File: config.mk
export PLATFORM = sky130hd
export DESIGN_NAME = sram_mem_ctrl_flat
export DESIGN_NICKNAME = d
export VERILOG_FILES = /design/src/rtl/sram_mem_ctrl_if.sv /design/src/rtl/sram_mem_ctrl.sv /design/src/flat_wrapper.sv
export SDC_FILE = /design/constraint.sdc
export NUM_CORES = 1
export LEC_CHECK = 0
export BUFFER_PORTS_ARGS = -buffer_cell sky130_fd_sc_hd__buf_2
export CORE_MARGIN = 4
export CORE_UTILIZATION = 35
export CTS_CLUSTER_SIZE = 12
export DETAILED_ROUTE_END_ITERATION = 12
export HOLD_SLACK_MARGIN = 0.03
export PLACE_DENSITY = 0.7
export RECOVER_POWER = 100
export SYNTH_ARGS = -nofsm -noshare
export SYNTH_HDL_FRONTEND = slang
export SYNTH_SLANG_ARGS = --single-unit
File: constraint.sdc
create_clock -name clk -period 4.7 [get_ports clk]
set_input_delay 0.235 -clock clk [delete_from_list [all_inputs] [get_ports clk]]
set_output_delay 0.235 -clock clk [all_outputs]
set_load 0.02 [all_outputs]
File: src/rtl/sram_mem_ctrl_if.sv
// sram_mem_ctrl_if: pipeline-side request bus and external SRAM pins of the data-memory controller.
interface sram_mem_ctrl_if;
    logic        wr_en;
    logic        rd_en;
    logic [31:0] address;
    logic [31:0] write_data;
    logic [31:0] read_data;
    logic        ready;
    logic        addr_err;
    logic [17:0] sram_addr;
    logic [15:0] sram_dq_out;
    logic        sram_dq_oe;
    logic [15:0] sram_dq_in;
    logic        sram_we_n;
    modport master (
        output wr_en, rd_en, address, write_data, sram_dq_in,
        input  read_data, ready, addr_err, sram_addr, sram_dq_out, sram_dq_oe, sram_we_n
    );
    modport slave (
        input  wr_en, rd_en, address, write_data, sram_dq_in,
        output read_data, ready, addr_err, sram_addr, sram_dq_out, sram_dq_oe, sram_we_n
    );
endinterface

File: src/rtl/sram_mem_ctrl.sv
// sram_mem_ctrl: splits 32-bit loads/stores into two 16-bit SRAM accesses, stalling the pipeline via ready.
// Optional address checking is enabled by defining SRAM_MEM_CTRL_ADDR_CHECK_EN.
module sram_mem_ctrl #(
    parameter int          WAIT_CYCLES = 2,
    parameter logic [31:0] BASE_ADDR   = 32'd1024
) (
    input logic            clk,
    input logic            rst,
    sram_mem_ctrl_if.slave bus
);
    typedef enum logic [1:0] {IDLE, LOW, HIGH, DONE} state_t;
    localparam logic [3:0] LAST = 4'(WAIT_CYCLES - 1);
    state_t      state_q, state_d;
    logic [3:0]  cnt_q, cnt_d;
    logic [16:0] word_q, word_d;
    logic        is_wr_q, is_wr_d;
    logic        err_q, err_d;
    logic [31:0] rdata_q, rdata_d;
    logic        req, bad, last, act, hi;
    assign req  = bus.wr_en | bus.rd_en;
    assign last = cnt_q == LAST;
`ifdef SRAM_MEM_CTRL_ADDR_CHECK_EN
    assign bad = (bus.address < BASE_ADDR) || (bus.address[1:0] != 2'b00);
`else
    assign bad = 1'b0;
`endif
    always_ff @(posedge clk) begin
        if (rst) begin
            state_q <= IDLE;
            cnt_q   <= '0;
            word_q  <= '0;
            is_wr_q <= 1'b0;
            err_q   <= 1'b0;
            rdata_q <= '0;
        end else begin
            state_q <= state_d;
            cnt_q   <= cnt_d;
            word_q  <= word_d;
            is_wr_q <= is_wr_d;
            err_q   <= err_d;
            rdata_q <= rdata_d;
        end
    end
    always_comb begin
        state_d = state_q;
        cnt_d   = cnt_q;
        word_d  = word_q;
        is_wr_d = is_wr_q;
        err_d   = err_q;
        rdata_d = rdata_q;
        case (state_q)
            IDLE: if (req) begin
                is_wr_d = bus.wr_en;
                word_d  = 17'((bus.address - BASE_ADDR) >> 2);
                cnt_d   = '0;
                err_d   = bad;
                state_d = bad ? DONE : LOW;
            end
            LOW: if (last) begin
                if (!is_wr_q) rdata_d[15:0] = bus.sram_dq_in;
                cnt_d   = '0;
                state_d = HIGH;
            end else cnt_d = cnt_q + 4'd1;
            HIGH: if (last) begin
                if (!is_wr_q) rdata_d[31:16] = bus.sram_dq_in;
                cnt_d   = '0;
                state_d = DONE;
            end else cnt_d = cnt_q + 4'd1;
            default: state_d = IDLE;
        endcase
    end
    // Strobes and address are decoded straight from state so nothing is driven outside LOW/HIGH.
    assign act = (state_q == LOW) || (state_q == HIGH);
    assign hi  = state_q == HIGH;
    always_comb begin
        bus.ready       = ((state_q == IDLE) && !req) || (state_q == DONE);
        bus.read_data   = rdata_q;
        bus.addr_err    = (state_q == DONE) && err_q;
        bus.sram_addr   = act ? {word_q, hi} : 18'd0;
        bus.sram_dq_out = (act && is_wr_q) ? (hi ? bus.write_data[31:16] : bus.write_data[15:0]) : 16'd0;
        bus.sram_dq_oe  = act && is_wr_q;
        bus.sram_we_n   = !(act && is_wr_q);
    end
endmodule

File: src/flat_wrapper.sv
// flat-port wrapper written by rule: the top's interface ports become plain ports
module sram_mem_ctrl_flat 
#(
    parameter int          WAIT_CYCLES = 2,
    parameter logic [31:0] BASE_ADDR   = 32'd1024
)
  (clk, rst, bus_wr_en, bus_rd_en, bus_address, bus_write_data, bus_sram_dq_in, bus_read_data, bus_ready, bus_addr_err, bus_sram_addr, bus_sram_dq_out, bus_sram_dq_oe, bus_sram_we_n);
  sram_mem_ctrl_if bus_i ();
  input logic clk;
  input logic rst;
  input wire logic [$bits(bus_i.wr_en)-1:0] bus_wr_en;
  input wire logic [$bits(bus_i.rd_en)-1:0] bus_rd_en;
  input wire logic [$bits(bus_i.address)-1:0] bus_address;
  input wire logic [$bits(bus_i.write_data)-1:0] bus_write_data;
  input wire logic [$bits(bus_i.sram_dq_in)-1:0] bus_sram_dq_in;
  output wire logic [$bits(bus_i.read_data)-1:0] bus_read_data;
  output wire logic [$bits(bus_i.ready)-1:0] bus_ready;
  output wire logic [$bits(bus_i.addr_err)-1:0] bus_addr_err;
  output wire logic [$bits(bus_i.sram_addr)-1:0] bus_sram_addr;
  output wire logic [$bits(bus_i.sram_dq_out)-1:0] bus_sram_dq_out;
  output wire logic [$bits(bus_i.sram_dq_oe)-1:0] bus_sram_dq_oe;
  output wire logic [$bits(bus_i.sram_we_n)-1:0] bus_sram_we_n;
  assign bus_i.wr_en = bus_wr_en;
  assign bus_i.rd_en = bus_rd_en;
  assign bus_i.address = bus_address;
  assign bus_i.write_data = bus_write_data;
  assign bus_i.sram_dq_in = bus_sram_dq_in;
  assign bus_read_data = bus_i.read_data;
  assign bus_ready = bus_i.ready;
  assign bus_addr_err = bus_i.addr_err;
  assign bus_sram_addr = bus_i.sram_addr;
  assign bus_sram_dq_out = bus_i.sram_dq_out;
  assign bus_sram_dq_oe = bus_i.sram_dq_oe;
  assign bus_sram_we_n = bus_i.sram_we_n;
  sram_mem_ctrl #(.WAIT_CYCLES(WAIT_CYCLES), .BASE_ADDR(BASE_ADDR)) u_core (.clk(clk), .rst(rst), .bus(bus_i));
endmodule
# Word level (Yosys, flattened, before mapping)
# Index checks and enable logic that the tools add are counted.
# W data, S select, Z words.
# totals
ff_bits,56
out_inout_bits,70
# op_classes
addsub,2
eq_ne,7
muxes,10
n_bitwise,2
reduce_logical,14
# ops
cell,n
$mux W16,2
$sub A19 B11 Y19 const B,1
$mux W18,1
$reduce_and A3 Y1,3
$mux W4,2
$pmux W4 S2,1
$mux W2,3
$ne A2 B1 Y1 const B,3
$pmux W2 S3,1
$add A4 B1 Y4 const B,1
$eq A2 B2 Y1 const B,2
$eq A4 B1 Y1 const B,1
$reduce_and A2 Y1,2
$eq A2 B1 Y1 const B,1
$logic_and A1 B1 Y1,2
$logic_not A1 Y1,2
$logic_not A2 Y1,1
$logic_or A1 B1 Y1,2
$reduce_bool A2 Y1,1
$reduce_or A2 Y1,1
$not A1 Y1,1
$or A1 B1 Y1,1

# Longest topological paths before layout
# depth
word_depth,4
depth_mapped,7

# Worst setup path after synthesis
# Ideal clock, no wire load.
# synth_path
path_type,flip-flop to output port
startpoint,register u_core.state_q[0]
endpoint,output port bus_sram_dq_out[10]
arrival_ps,1861
required_ps,4465
setup_slack_ps,2604
path_stages_with_launch,7
cell_sequence,dfxtp_1 -> inv_1 -> ha_1 -> buf_2 -> buf_1 -> mux2i_1 -> nor2_1
# synth_via
elab_chain_cells,4
# synth_lines
element,line,source
"start, declared",sram_mem_ctrl.sv:13,"state_t state_q, state_d;"
"start signal, assigned",sram_mem_ctrl.sv:36,state_q <= state_d;
$eq A2 B1 Y1 / $eq A2 B2 Y1 (equally long branches),"sram_mem_ctrl.sv:73, sram_mem_ctrl.sv:74",
$logic_or A1 B1 Y1,sram_mem_ctrl.sv:73,assign act = (state_q == LOW) || (state_q == HIGH);
$logic_and A1 B1 Y1,sram_mem_ctrl.sv:80,bus.sram_dq_out = (act && is_wr_q) ? (hi ? bus.write_data[31:16] : bus.write_data[15:0]) : 16'd0;
$mux W16 *,sram_mem_ctrl.sv:80,
"end, declared",flat_wrapper.sv:20,output wire logic [$bits(bus_i.sram_dq_out)-1:0] bus_sram_dq_out;
# Every way passes the cells marked *; elsewhere a longest branch is shown, timed or not.

# Final worst setup path
# layout_path
startpoint,register u_core.state_q[1]
endpoint,output port bus_sram_dq_out[7]
# Same word-level chain as after synthesis.

==> metrics.md <==
| Metric | Value |
|---|---|
| Status | finished clean |
| Iter 0 DRT Violations | 54 |
| Top-level port count | 154 |
| Post-synth top cells | dfxtp_1, nand2b_1, mux2i_1 |
| Synth Warn # | 0 |
| MaxCap Viol Count | 0 |
| Area of the multi-input gates | 1602 µm² |
| Routed WL | 6993 µm |
| Synthesis-to-finish area growth | 26.22% |
| PostCTS Resize Cnt | 0 |
| WS Path Type | reg -> out |
| Drt first pass iters | 4 |
| Worst reg2reg path depth | 4 |
| R2r endpoint | u_core.bus.read_data[3] |
| VDD IR max | 0.0001519 V |
| FF/Latch Area | 1121 µm² |
| Hold endpoint | u_core.word_q[8] |
| Crit path DAT | 2640 ps |
| Die Area | 9617 µm² |
| Largest net degree at the start of global routing | 75 |
| Reg2Reg Setup Slack | 2060 ps |
| Input/output buffers | 137 |
| DR WL/cell | 12.90 µm |
| Routability Congestion | 0.7963 |
| Relative slew slack | 9.675% |
| Synth top area cells | dfxtp_1, mux2i_1, nand2b_1 |
| Die Span X | 98.07 µm |
| Final Setup Violations | 0 |
| Die H | 98.07 µm |
| Instance count of the mapped netlist | 316 |
| Count of cell types in the netlist | 37 |
| Max Clock Skew | 11.88 ps |
| Slew of the pin with the lowest slew margin | 1354 ps |
| CTS tree | done |
| Share of post-route cells with drive strength above 1 | 20.91% |
| Fill cells | 794 |
| Hold-critical path depth | 2 |
| Seq cells post-synth | 56 |
| Vias in the first global route | 2480 |
| Grt ovf | 0 |
| Period Utilization, post-route | 61.23% |
| Initial Util | 36.36% |
| Critical Path Source Type | register |
| Cell Pwr Density | 442.7 nW/µm² |
| CTS root buf | clkbuf_8 |
| Clock Pin Slew Worst Setup and Hold Paths | 100 ps |
| Later-pin clock latency in the skew report | 320 ps |
| Critical path data required time | 4470 ps |
| Max Buffers Root-to-Sink | 2 |
| Final Hold Viols | 0 |
| Dominant synthesized flop cell | dfxtp_1 |
| Ys async rst share | 0% |
| Mapped Area | 2839 µm² |
| Row cnt | 32 |
| # DRC | 0 |
| Core box area | 7807 µm² |
| Share of Yosys cell area claimed by the top area cell type | 39.49% |
| Nets | 530 |
| F_max | 0.3475 GHz |
| Setup_tns | 0 ps |
| RSZ-0062 raised after global routing | no |
| Post CTS Setup Buffer Count | 0 |
| Total GRT Usage | 13.74% |
| Hold crit path type | in -> reg |
| Sequential element share of the synthesized area | 39.49% |
| EDFF count, synth | 0 |
| Most frequent cell after synthesis | dfxtp_1 |
| Hold path start | bus_address[10] |
| Total CTS buffers | 5 |
| Tmin final | 2878 ps |
| Vias per inst | 4.725 |
| Post-DRT Antenna Nets | 0 |
| CP Capture Type | output pin |
| Worst Path Max Fanout | 26 |
| Util after Layout | 45.90% |
| TritonCTS sink count | 56 |
| # hold bufs at CTS | 0 |
| Post-Syn Area per Cell | 8.984 µm² |
| Count of pins over their slew limit | 0 |
| Pleak | 1.508 nW |
| Initial antenna violation count | 0 |
| Yosys top cell by area | dfxtp_1 |
| Post-synth net total | 407 |
| Post-detail-place hpwl | 5238 µm |
| Antenna diode count | 0 |
| Vias | 2561 |
| Global-route wire length before repair | 11230 µm |
| R2R Path Start | u_core.cnt_q[0] |
| H-tree depth | 2 |
[per-stage QoR]
step	worst slack (ps)	total power [mW]	instance area (µm²)	std cells	hold WS, ps
6_report	1822	1.587	3583	542	144.4
5_1_grt	1512	1.707	3583	542	135.7
4_1_cts	1841	1.626	3660	542	135.0
3_5_place_dp	2051	1.336	3562	534	443.9
3_3_place_gp	2203	1.319	3562	534	438.4
2_1_floorplan	2604	1.137	2839	316	330.6
[layer usage]
| layer | vias to the layer above | global-route usage, % | routed length, µm |
|---|---|---|---|
| li1 | 1310 | - | - |
| met1 | 1156 | 15.31 | 2850 |
| met2 | 87 | 25.03 | 3416 |
| met3 | 8 | 4.071 | 623 |
| met4 | 0 | 4.260 | 103 |
| met5 | - | 0 | 0 |
[sequential cells by signal, indices dropped and copies added, names as in the netlist]
| name | cells |
|---|---|
| u_core.state_q | 2 |
| u_core.is_wr_q | 1 |
| u_core.cnt_q | 4 |
| u_core.word_q | 17 |
| u_core.bus.read_data | 32 |
[cell families after synthesis]
logic type / Yosys count / synth area share [%]
other cells: 1 / 0.1321
buf+inv: 28 / 4.098
flops: 56 / 39.49
mux: 49 / 17.28
compound gates: 34 / 8.109
simple gates: 138 / 26.88
xor+xnor: 3 / 0.9257
fa+ha+maj: 7 / 3.085
[cells in the final DEF, fill, tap and decap left out, types with 4 or more instances in the layout]
cell type / count
inv_1: 7
nor2_1: 28
a311oi_1: 5
and2_1: 9
dfxtp_1: 56
nand2_1: 21
o31ai_1: 4
mux2i_1: 49
buf_2: 76
clkbuf_1: 61
a211oi_1: 8
nand2b_1: 53
clkbuf_8: 5
a21oi_1: 9
ha_1: 7
and2_0: 10
[report_power, final]
part           internal [mW]  switching (mW)  total, mW  leakage (nW)
Clock                  0.113           0.173      0.286        0.0511
Combinational          0.259           0.450      0.709          1.00
Sequential             0.550          0.0424      0.592         0.456
Total                  0.922           0.665       1.59          1.51
[worst max-delay path, cell delays in order, from the launching register on]
cell and delay (ps):
dfxtp_1 400, inv_1 90, ha_1 750, nand2_1 550, nor2_1 280, clkbuf_1 250
[final cells by class]
class	instances	area share (%)
multi-input cells	232	44.69
flip-flops and latches	56	31.29
repair buffers	137	17.00
well taps	102	3.561
clock buffers	5	1.920
clock inverters	3	0.8031
inverters	7	0.7332
[how the worst max path moves through the flow]
stage / cells after the start / from / slack [ps] / endpoint
2_1_floorplan: 6 / u_core.state_q[0] / 2600 / bus_sram_dq_out[10]
3_5_place_dp: 4 / u_core.state_q[0] / 2050 / u_core.bus.read_data[24]
3_3_place_gp: 4 / u_core.state_q[0] / 2200 / u_core.bus.read_data[29]
6_report: 5 / u_core.state_q[1] / 1820 / bus_sram_dq_out[7]
5_1_grt: 5 / u_core.state_q[1] / 1510 / bus_sram_dq_out[7]
4_1_cts: 5 / u_core.state_q[1] / 1840 / bus_sram_dq_out[7]
Note: power is estimated with default switching activity, not from simulation.
